**src/rtl/icache_req_dispatch.sv**
```systemverilog
// icache_req_dispatch: routes arbiter-granted I-cache requests into a
// two-entry in-order lookup FIFO, and walks every set for invalidate-all.
// Optional macro ICACHE_PF_FILTER_EN drops prefetches that hit the line of
// the last accepted cpu fetch.
module icache_req_dispatch #(
  parameter int unsigned ADDR_W     = 32,
  parameter int unsigned SET_NUM    = 64,
  parameter int unsigned LINE_OFF_W = 6
) (
  input  logic                         clk,
  input  logic                         rst_n,
  input  logic                         arb_valid,
  input  logic [2:0]                   arb_grant,
  input  logic [ADDR_W-1:0]            arb_addr,
  output logic                         arb_ready,
  output logic                         lkp_valid,
  input  logic                         lkp_ready,
  output logic [ADDR_W-1:0]            lkp_addr,
  output logic                         lkp_is_pf,
  output logic                         inv_we,
  output logic [$clog2(SET_NUM)-1:0]   inv_idx,
  output logic                         inv_done,
  output logic                         err_onehot,
  output logic                         pf_drop
);

  localparam int unsigned IDX_W = $clog2(SET_NUM);

  typedef enum logic [1:0] {
    IDLE     = 2'd0,
    INV_WAIT = 2'd1,
    INV_WALK = 2'd2
  } state_t;

  typedef struct packed {
    logic [ADDR_W-1:0] addr;
    logic              is_pf;
  } entry_t;

  state_t           state, state_nxt;
  logic [IDX_W-1:0] idx_nxt;
  logic             inv_we_nxt, inv_done_nxt, err_nxt, pf_drop_nxt;

  // Shift-style FIFO: entry 0 is always the head, so outputs come straight from flops
  entry_t           ent0, ent1, ent_new;
  logic             vld0, vld1;

  logic             pop, accept, grant_onehot, req_fetch, req_inv, push, filt_hit;

  // Handshake and request decode
  always_comb begin
    pop          = vld0 & lkp_ready;
    arb_ready    = rst_n & (state == IDLE) & (~vld1 | pop);
    accept       = arb_valid & arb_ready;
    grant_onehot = (arb_grant == 3'b001) | (arb_grant == 3'b010) | (arb_grant == 3'b100);
    req_fetch    = accept & grant_onehot & ~arb_grant[1];
    req_inv      = accept & grant_onehot &  arb_grant[1];
    push         = req_fetch & ~filt_hit;
    pf_drop_nxt  = req_fetch & filt_hit;
    ent_new      = '{addr: arb_addr, is_pf: arb_grant[2]};
  end

  assign lkp_valid = vld0;
  assign lkp_addr  = ent0.addr;
  assign lkp_is_pf = ent0.is_pf;

`ifdef ICACHE_PF_FILTER_EN
  localparam int unsigned LINE_W = ADDR_W - LINE_OFF_W;

  logic [LINE_W-1:0] last_line;
  logic              last_vld;

  // Prefetch hits the line most recently fetched by the cpu
  always_comb begin
    filt_hit = arb_grant[2] & last_vld & (last_line == arb_addr[ADDR_W-1:LINE_OFF_W]);
  end

  // Track last accepted cpu fetch line; invalidate-all forgets it
  always_ff @(posedge clk) begin
    if (!rst_n) begin
      last_line <= '0;
      last_vld  <= 1'b0;
    end else if (req_inv) begin
      last_vld  <= 1'b0;
    end else if (req_fetch && arb_grant[0]) begin
      last_line <= arb_addr[ADDR_W-1:LINE_OFF_W];
      last_vld  <= 1'b1;
    end
  end
`else
  // No filtering: every prefetch is pushed
  always_comb begin
    filt_hit = 1'b0;
  end
`endif

  // Lookup FIFO storage
  always_ff @(posedge clk) begin
    if (!rst_n) begin
      ent0 <= '0;
      ent1 <= '0;
      vld0 <= 1'b0;
      vld1 <= 1'b0;
    end else begin
      case ({push, pop})
        2'b10: begin
          if (!vld0) begin
            ent0 <= ent_new;
            vld0 <= 1'b1;
          end else begin
            ent1 <= ent_new;
            vld1 <= 1'b1;
          end
        end
        2'b01: begin
          ent0 <= ent1;
          vld0 <= vld1;
          vld1 <= 1'b0;
        end
        2'b11: begin
          if (vld1) begin
            ent0 <= ent1;
            ent1 <= ent_new;
          end else begin
            ent0 <= ent_new;
          end
        end
        default: ;
      endcase
    end
  end

  // Next-state and registered control outputs
  always_comb begin
    state_nxt    = state;
    idx_nxt      = inv_idx;
    inv_we_nxt   = 1'b0;
    inv_done_nxt = 1'b0;
    err_nxt      = accept & ~grant_onehot;
    case (state)
      IDLE: begin
        if (req_inv) state_nxt = INV_WAIT;
      end
      INV_WAIT: begin
        if (!vld0 || (pop && !vld1)) begin
          state_nxt  = INV_WALK;
          inv_we_nxt = 1'b1;
          idx_nxt    = '0;
        end
      end
      INV_WALK: begin
        if (inv_idx == IDX_W'(SET_NUM - 1)) begin
          state_nxt    = IDLE;
          inv_done_nxt = 1'b1;
          idx_nxt      = '0;
        end else begin
          inv_we_nxt = 1'b1;
          idx_nxt    = inv_idx + IDX_W'(1);
        end
      end
      default: state_nxt = IDLE;
    endcase
  end

  // State and output registers
  always_ff @(posedge clk) begin
    if (!rst_n) begin
      state      <= IDLE;
      inv_idx    <= '0;
      inv_we     <= 1'b0;
      inv_done   <= 1'b0;
      err_onehot <= 1'b0;
      pf_drop    <= 1'b0;
    end else begin
      state      <= state_nxt;
      inv_idx    <= idx_nxt;
      inv_we     <= inv_we_nxt;
      inv_done   <= inv_done_nxt;
      err_onehot <= err_nxt;
      pf_drop    <= pf_drop_nxt;
    end
  end

endmodule

```
**config.mk**
```make
export PLATFORM = sky130hd
export DESIGN_NAME = icache_req_dispatch
export DESIGN_NICKNAME = d
export VERILOG_FILES = /design/src/rtl/icache_req_dispatch.sv
export SDC_FILE = /design/constraint.sdc
export NUM_CORES = 1
export LEC_CHECK = 0
export ABC_AREA = 1
export BUFFER_PORTS_ARGS = -buffer_cell sky130_fd_sc_hd__buf_4
export CAP_MARGIN = 5
export CORE_UTILIZATION = 50
export CTS_CLUSTER_DIAMETER = 60
export DETAILED_ROUTE_END_ITERATION = 12
export PLACE_DENSITY = 0.74
export SLEW_MARGIN = 20
export SYNTH_ARGS = -nofsm -noshare
export SYNTH_HDL_FRONTEND = slang
export SYNTH_SLANG_ARGS = --single-unit
```
**constraint.sdc**
```tcl
create_clock -name clk -period 5.5 [get_ports clk]
set_input_delay 0.55 -clock clk [delete_from_list [all_inputs] [get_ports clk]]
set_output_delay 0.55 -clock clk [all_outputs]
set_load 0.05 [all_outputs]
```
; ---- Word-level counts from Yosys, hierarchy flattened
; Index checks and enable logic that the tools add are counted.
[op_classes]
n_addsub = 1
multipliers = 0
div_mod_pow = 0
magnitude_cmp = 0
n_eq_ne = 15
shift = 0
muxes = 20
bitwise = 14
reduce_logical = 15
[op_table]
columns = op, count
row1 = 2-to-1 mux 33 bit, 4
row2 = case mux 33 bit (3 select lines), 1
row3 = case mux 33 bit (2 select lines), 1
row4 = 2-to-1 mux 6 bit, 2
row5 = "!= test 2 bit, second input constant", 6
row6 = case mux 6 bit (2 select lines), 1
row7 = AND 1 bit, 8
row8 = AND reduction 2 bit, 4
row9 = "adder 6 x 1 -> 6 bit, second input constant", 1
row10 = "== test 2 bit, second input constant", 3
row11 = "== test 6 bit, second input constant", 1
row12 = 2-to-1 mux 2 bit, 3
row13 = case mux 1 bit (2 select lines), 3
row14 = case mux 2 bit (3 select lines), 1
row15 = AND reduction 3 bit, 2
row16 = nonzero test 2 bit, 3
row17 = "== test 2 x 1 -> 1 bit, second input constant", 2
row18 = 2-to-1 mux 1 bit, 4
row19 = "== test 3 x 1 -> 1 bit, second input constant", 1
row20 = "== test 3 x 2 -> 1 bit, second input constant", 1
row21 = "== test 3 bit, second input constant", 1
row22 = NOT 1 bit, 3
row23 = OR 1 bit, 3
row24 = nonzero test 3 bit, 1
row25 = other kinds (4), 5
[totals]
ff_bits = 79
latch_bits = 0
ramBits = 0
romBits = 0
in_bits = 39
out_inout_bits = 45
wordCells = 76
memories = 0

; ---- Longest topological paths before layout
[depth]
depth_word = 9
depth_mapped = 16
depth_no_buf = 15

; ---- Least setup slack after synthesis
; No wires, ideal clock.
[synth_timing]
path_type = flip-flop to flip-flop
start = reg vld0, in the netlist lkp_valid
end = reg ent1[0] in the netlist's numbering
setup_ns = 0.128
arrival_time_ns = 2.247
required_time_ns = 5.372
slack_ns = 3.125
stages_incl_launch_ff = 11
n_path_buf = 4
synth_period_minus_slack_ns = 2.375
cell_sequence = dfxtp_1 > nand2_2 > clkbuf_1 > clkbuf_1 > ha_1 > nand2_1 > o211ai_1 > inv_1 > buf_2 > clkbuf_1 > a21oi_1
[synth_via]
elab_chain_len = 9
word_cells_on_any_way = 13
cone_classes = eq/ne: 4 / mux: 1 / bitwise: 6 / reduce/logical: 2
[synth_rtl]
columns = element, line
row1 = start: declaration, 46  ; logic vld0, vld1;
row2 = start signal: assignment, 117  ; vld0 <= vld1;
row3 = AND 1 bit, 52  ; pop = vld0 & lkp_ready;
row4 = OR 1 bit, 53  ; arb_ready = rst_n & (state == IDLE) & (~vld1 | pop);
row5 = AND 1 bit, 53
row6 = AND 1 bit, 54  ; accept = arb_valid & arb_ready;
row7 = AND 1 bit (2 in series), 56  ; req_fetch = accept & grant_onehot & ~arb_grant[1];
row8 = == test 2 bit, 105  ; case ({push, pop})
row9 = != test 2 bit (no line) or nonzero test 2 bit (tied branches), -
row10 = AND reduction 3 bit (no line), -
row11 = end signal: assignment, 111  ; ent1 <= ent_new;
row12 = end signal: assignment, 123  ; ent1 <= ent_new;
row13 = end: declaration, 45  ; entry_t ent0, ent1, ent_new;
; Several ways; a longest one is shown, not always the timed one.
; A chain may end at the register's enable or synchronous reset.

; ---- Worst setup path after layout
[layout_timing]
start = reg vld0, in the netlist lkp_valid
end = reg ent0, in the netlist lkp_addr[20]
[layout_via]
elab_chain_len = 9
word_cells_on_any_way = 13
cone_classes = eq/ne: 4 / mux: 1 / bitwise: 6 / reduce/logical: 2
[layout_rtl]
columns = element, line
row1 = AND 1 bit, 52
row2 = OR 1 bit, 53
row3 = AND 1 bit, 53
row4 = AND 1 bit, 54
row5 = AND 1 bit (2 in series), 56
row6 = == test 2 bit or == test 2 x 1 -> 1 bit (tied branches), 105
row7 = != test 2 bit (no line) or nonzero test 3 bit (tied branches), -
row8 = AND reduction 2 bit (no line), -
row9 = end signal: assignment, 108  ; ent0 <= ent_new;
row10 = end signal: assignment, 116  ; ent0 <= ent1;
row11 = end signal: assignment, 122  ; ent0 <= ent1;
row12 = end: declaration, 45
; Several ways; a longest one is shown, not always the timed one.

==> run summary <==
Initial Util -> 0.519
Avg Inst Size Synth -> 6.85 sq um
Setup TNS Final -> 0 ps
CP startpoint kind -> flip-flop
actual transition at the worst max-transition pin -> 997 ps
post-synth cell types -> 26
Die X -> 89.0 microns
die area -> 7930 sq um
setup bufs post-CTS -> 0
slack of the critical path -> 1640 ps
drt drc -> 0
CTS tree -> yes
Worst R2R Start -> lkp_valid$_SDFFE_PN0P_
Syn Nets -> 601
clock sink total -> 79
Max VDD drop -> 0.155 mV
Reg clk slew, reported paths -> 90 ps
fillers -> 712
CP startpoint -> lkp_valid$_SDFFE_PN0P_
hold crit path type -> input port to flip-flop
H-tree depth -> 3
ANT nets after route -> 0
Starting DRT DRC Count -> 246
placed cell count -> 697
NumNets Final -> 657
Critical Path RT -> 5750 ps
Final Non-Filler Cells -> 713
Slew HR -> 0.331
Layout Skew -> 9.52 ps
outcome -> completed
worst-case clock buffer depth -> 2
Static Leak -> 2.22 nW
RD Place Congestion -> 0.764
RSZ-0062 raised after global routing -> false
Final Util -> 0.629
final setup fails -> 0
endpoint class of the critical path -> flip-flop
post_cts resized -> 0
number of diodes -> 0
die height -> 89.0 microns
first-pass GRT wire length -> 13.9 mm
fraction of layout cells with a size suffix above 1 -> 0.171
MaxCap Viol Count -> 0
Crit Path Class -> flip-flop to flip-flop
Synth Register Bits -> 79
Met2 Routed Length -> 3.95 mm
Area Growth Syn to Fin -> 21.2%
Final Max Slew Viols -> 0
clk_lat worst skew -> 360 ps
Reg2Reg Depth -> 8
r2r endpoint -> lkp_addr[20]$_SDFFE_PN0P_
Cells after Synth -> 553
Avg WL per Cell -> 12.0 microns
Yosys Warn Count -> 0
hold_buf cts -> 0
Total GRT Usage -> 0.224
crit-path max FO -> 70
worst slack, placed -> 1060 ps
Final Hold Viols -> 0
Critical Path AT -> 4100 ps
WL met3 -> 431 microns
Root Driver -> clkbuf_8
post-detail-place hpwl -> 5.24 mm
register area share after synthesis -> 0.418
DRT Pass-1 Iters -> 4
worst reg2reg setup slack -> 1640 ps
fmax -> 259 MHz
vias in the first global route -> 3,201
core area -> 7290 sq um
final wirelength -> 8.54 mm
Avg Vias per Cell -> 5.08
# rows -> 31
M1 WL -> 4.02 mm
Buffers on Ports -> 82
Worst Setup EP -> lkp_addr[20]$_SDFFE_PN0P_
Final min period -> 3860 ps
largest net degree at the start of global routing -> 77
CTS buffer count -> 9
Syn Std Cell Area -> 3790 sq um
total power -> 1.53 mW
power density cells -> 333 nW/um^2
Vias -> 3,623
antenna violations before repair -> 0
Tcrit/Tclk final -> 0.701
IO Pins -> 84
remaining global-route overflow -> 0
Top Metal Used -> met4
[registers in the layout, summed over array words and instances, names as in the netlist]
signal      flops
state           2
ent1           33
inv_idx         6
vld1            1
err_onehot      1
lkp_is_pf       1
lkp_addr       32
inv_done        1
lkp_valid       1
inv_we          1
[where the power goes]
group	switching, mW	internal, mW
Clock	0.220	0.222
Combinational	0.300	0.140
Sequential	0.0281	0.619
[synth_stat cells]
master,number,share of area
inv_1,88,0.087
dfxtp_1,79,0.42
nand3_1,78,0.10
a21oi_1,74,0.098
o21ai_0,71,0.094
nand2_1,52,0.052
nor2_1,48,0.048
clkbuf_1,25,0.025
ha_1,9,0.030
buf_2,6,0.0079
buf_1,5,0.0050
nor3_1,3,0.0040
buf_6,2,0.0059
a21o_1,1,0.0020
a31oi_1,1,0.0017
buf_4,1,0.0020
clkinv_1,1,0.00099
conb_1,1,0.00099
nand2_2,1,0.0017
nand4_1,1,0.0017
nand4_2,1,0.0033
nor2_2,1,0.0017
nor4_1,1,0.0017
o211ai_1,1,0.0020
o21ai_2,1,0.0023
xor2_1,1,0.0023
[worst min-delay path by stage]
| stage | from | to | slack, ps | cells past startpoint |
|---|---|---|---|---|
| floorplan | state[1]$_SDFFE_PN0P_ | state[1]$_SDFFE_PN0P_ | 480 | 2 |
| global placement | inv_idx[0]$_SDFFE_PN0P_ | inv_idx[0]$_SDFFE_PN0P_ | 500 | 2 |
| detailed placement | inv_idx[1]$_SDFFE_PN0P_ | inv_idx[1]$_SDFFE_PN0P_ | 510 | 2 |
| CTS | arb_addr[8] | ent1[9]$_SDFFE_PN0P_ | 420 | 3 |
| global route | arb_addr[8] | ent1[9]$_SDFFE_PN0P_ | 420 | 3 |
| finish | arb_addr[8] | ent1[9]$_SDFFE_PN0P_ | 430 | 3 |
[worst max-delay path, stage by stage, from the launching register on]
cell and delay, ps:
dfxtp_1 370, nand2_2 70, buf_4 560, clkinv_1 1010, ha_1 650, a21oi_4 640, o21ai_0 190, a21oi_1 150
nor2_1 70
[area by class of cell]
cell class	instances	area (sq um)	area share
clock buffers	11	141	0.0308
clock inverters	5	56.3	0.0123
inverters	89	334	0.0728
multi-input cells	346	1720	0.375
flip-flops and latches	79	1580	0.345
well taps	99	124	0.0270
repair buffers	84	631	0.137
[per-layer routing]
| layer | GRT usage | vias to the layer above |
|---|---|---|
| met2 | 0.375 | 95 |
| met3 | 0.0406 | 13 |
| met1 | 0.285 | 1614 |
| li1 | - | 1901 |
| met4 | 0.0967 | 0 |
| met5 | 0 | - |
[kinds of logic (layout without fill, tap and decap cells)]
family                     after synthesis  in the layout  synth area share
AOI/OAI and AO/OA                      149            149             0.200
xor gates and xnor gates                 1              1           0.00231
adders and majority gates                9              9            0.0297
buffers and inverters                  128            189             0.134
DFF                                     79             79             0.418
other                                    1              1          0.000990
and+or+nand+nor                        186            186             0.216
[placed cells by master (no fill, tap or decap)]
| cell | n |
|---|---|
| clkinv_1 | 2 |
| ha_1 | 9 |
| a21o_1 | 1 |
| a21oi_4 | 1 |
| clkbuf_8 | 10 |
| o21ai_0 | 71 |
| buf_4 | 84 |
| nand2_1 | 51 |
| bufinv_16 | 1 |
| conb_1 | 1 |
| o211ai_1 | 1 |
| nor3_1 | 3 |
| nand4_1 | 1 |
| nor2_2 | 1 |
| dfxtp_1 | 79 |
| inv_1 | 87 |
| nor2_1 | 48 |
| nor4_1 | 1 |
| inv_6 | 1 |
| xor2_1 | 1 |
| clkinvlp_4 | 1 |
| o21ai_2 | 1 |
| nand2_2 | 2 |
| clkbuf_1 | 1 |
| nand3_1 | 78 |
| a31oi_1 | 1 |
| nand4_4 | 1 |
| a21oi_1 | 73 |
| clkinv_2 | 2 |
[metrics by stage]
stage	instance area, sq um	hold slack [ps]
after floorplan	3790	477
after global placement	4380	498
after detailed placement	4390	505
after CTS	4590	422
after global routing	4590	420
final	4590	434
Note: power is estimated with default switching activity, not from simulation.
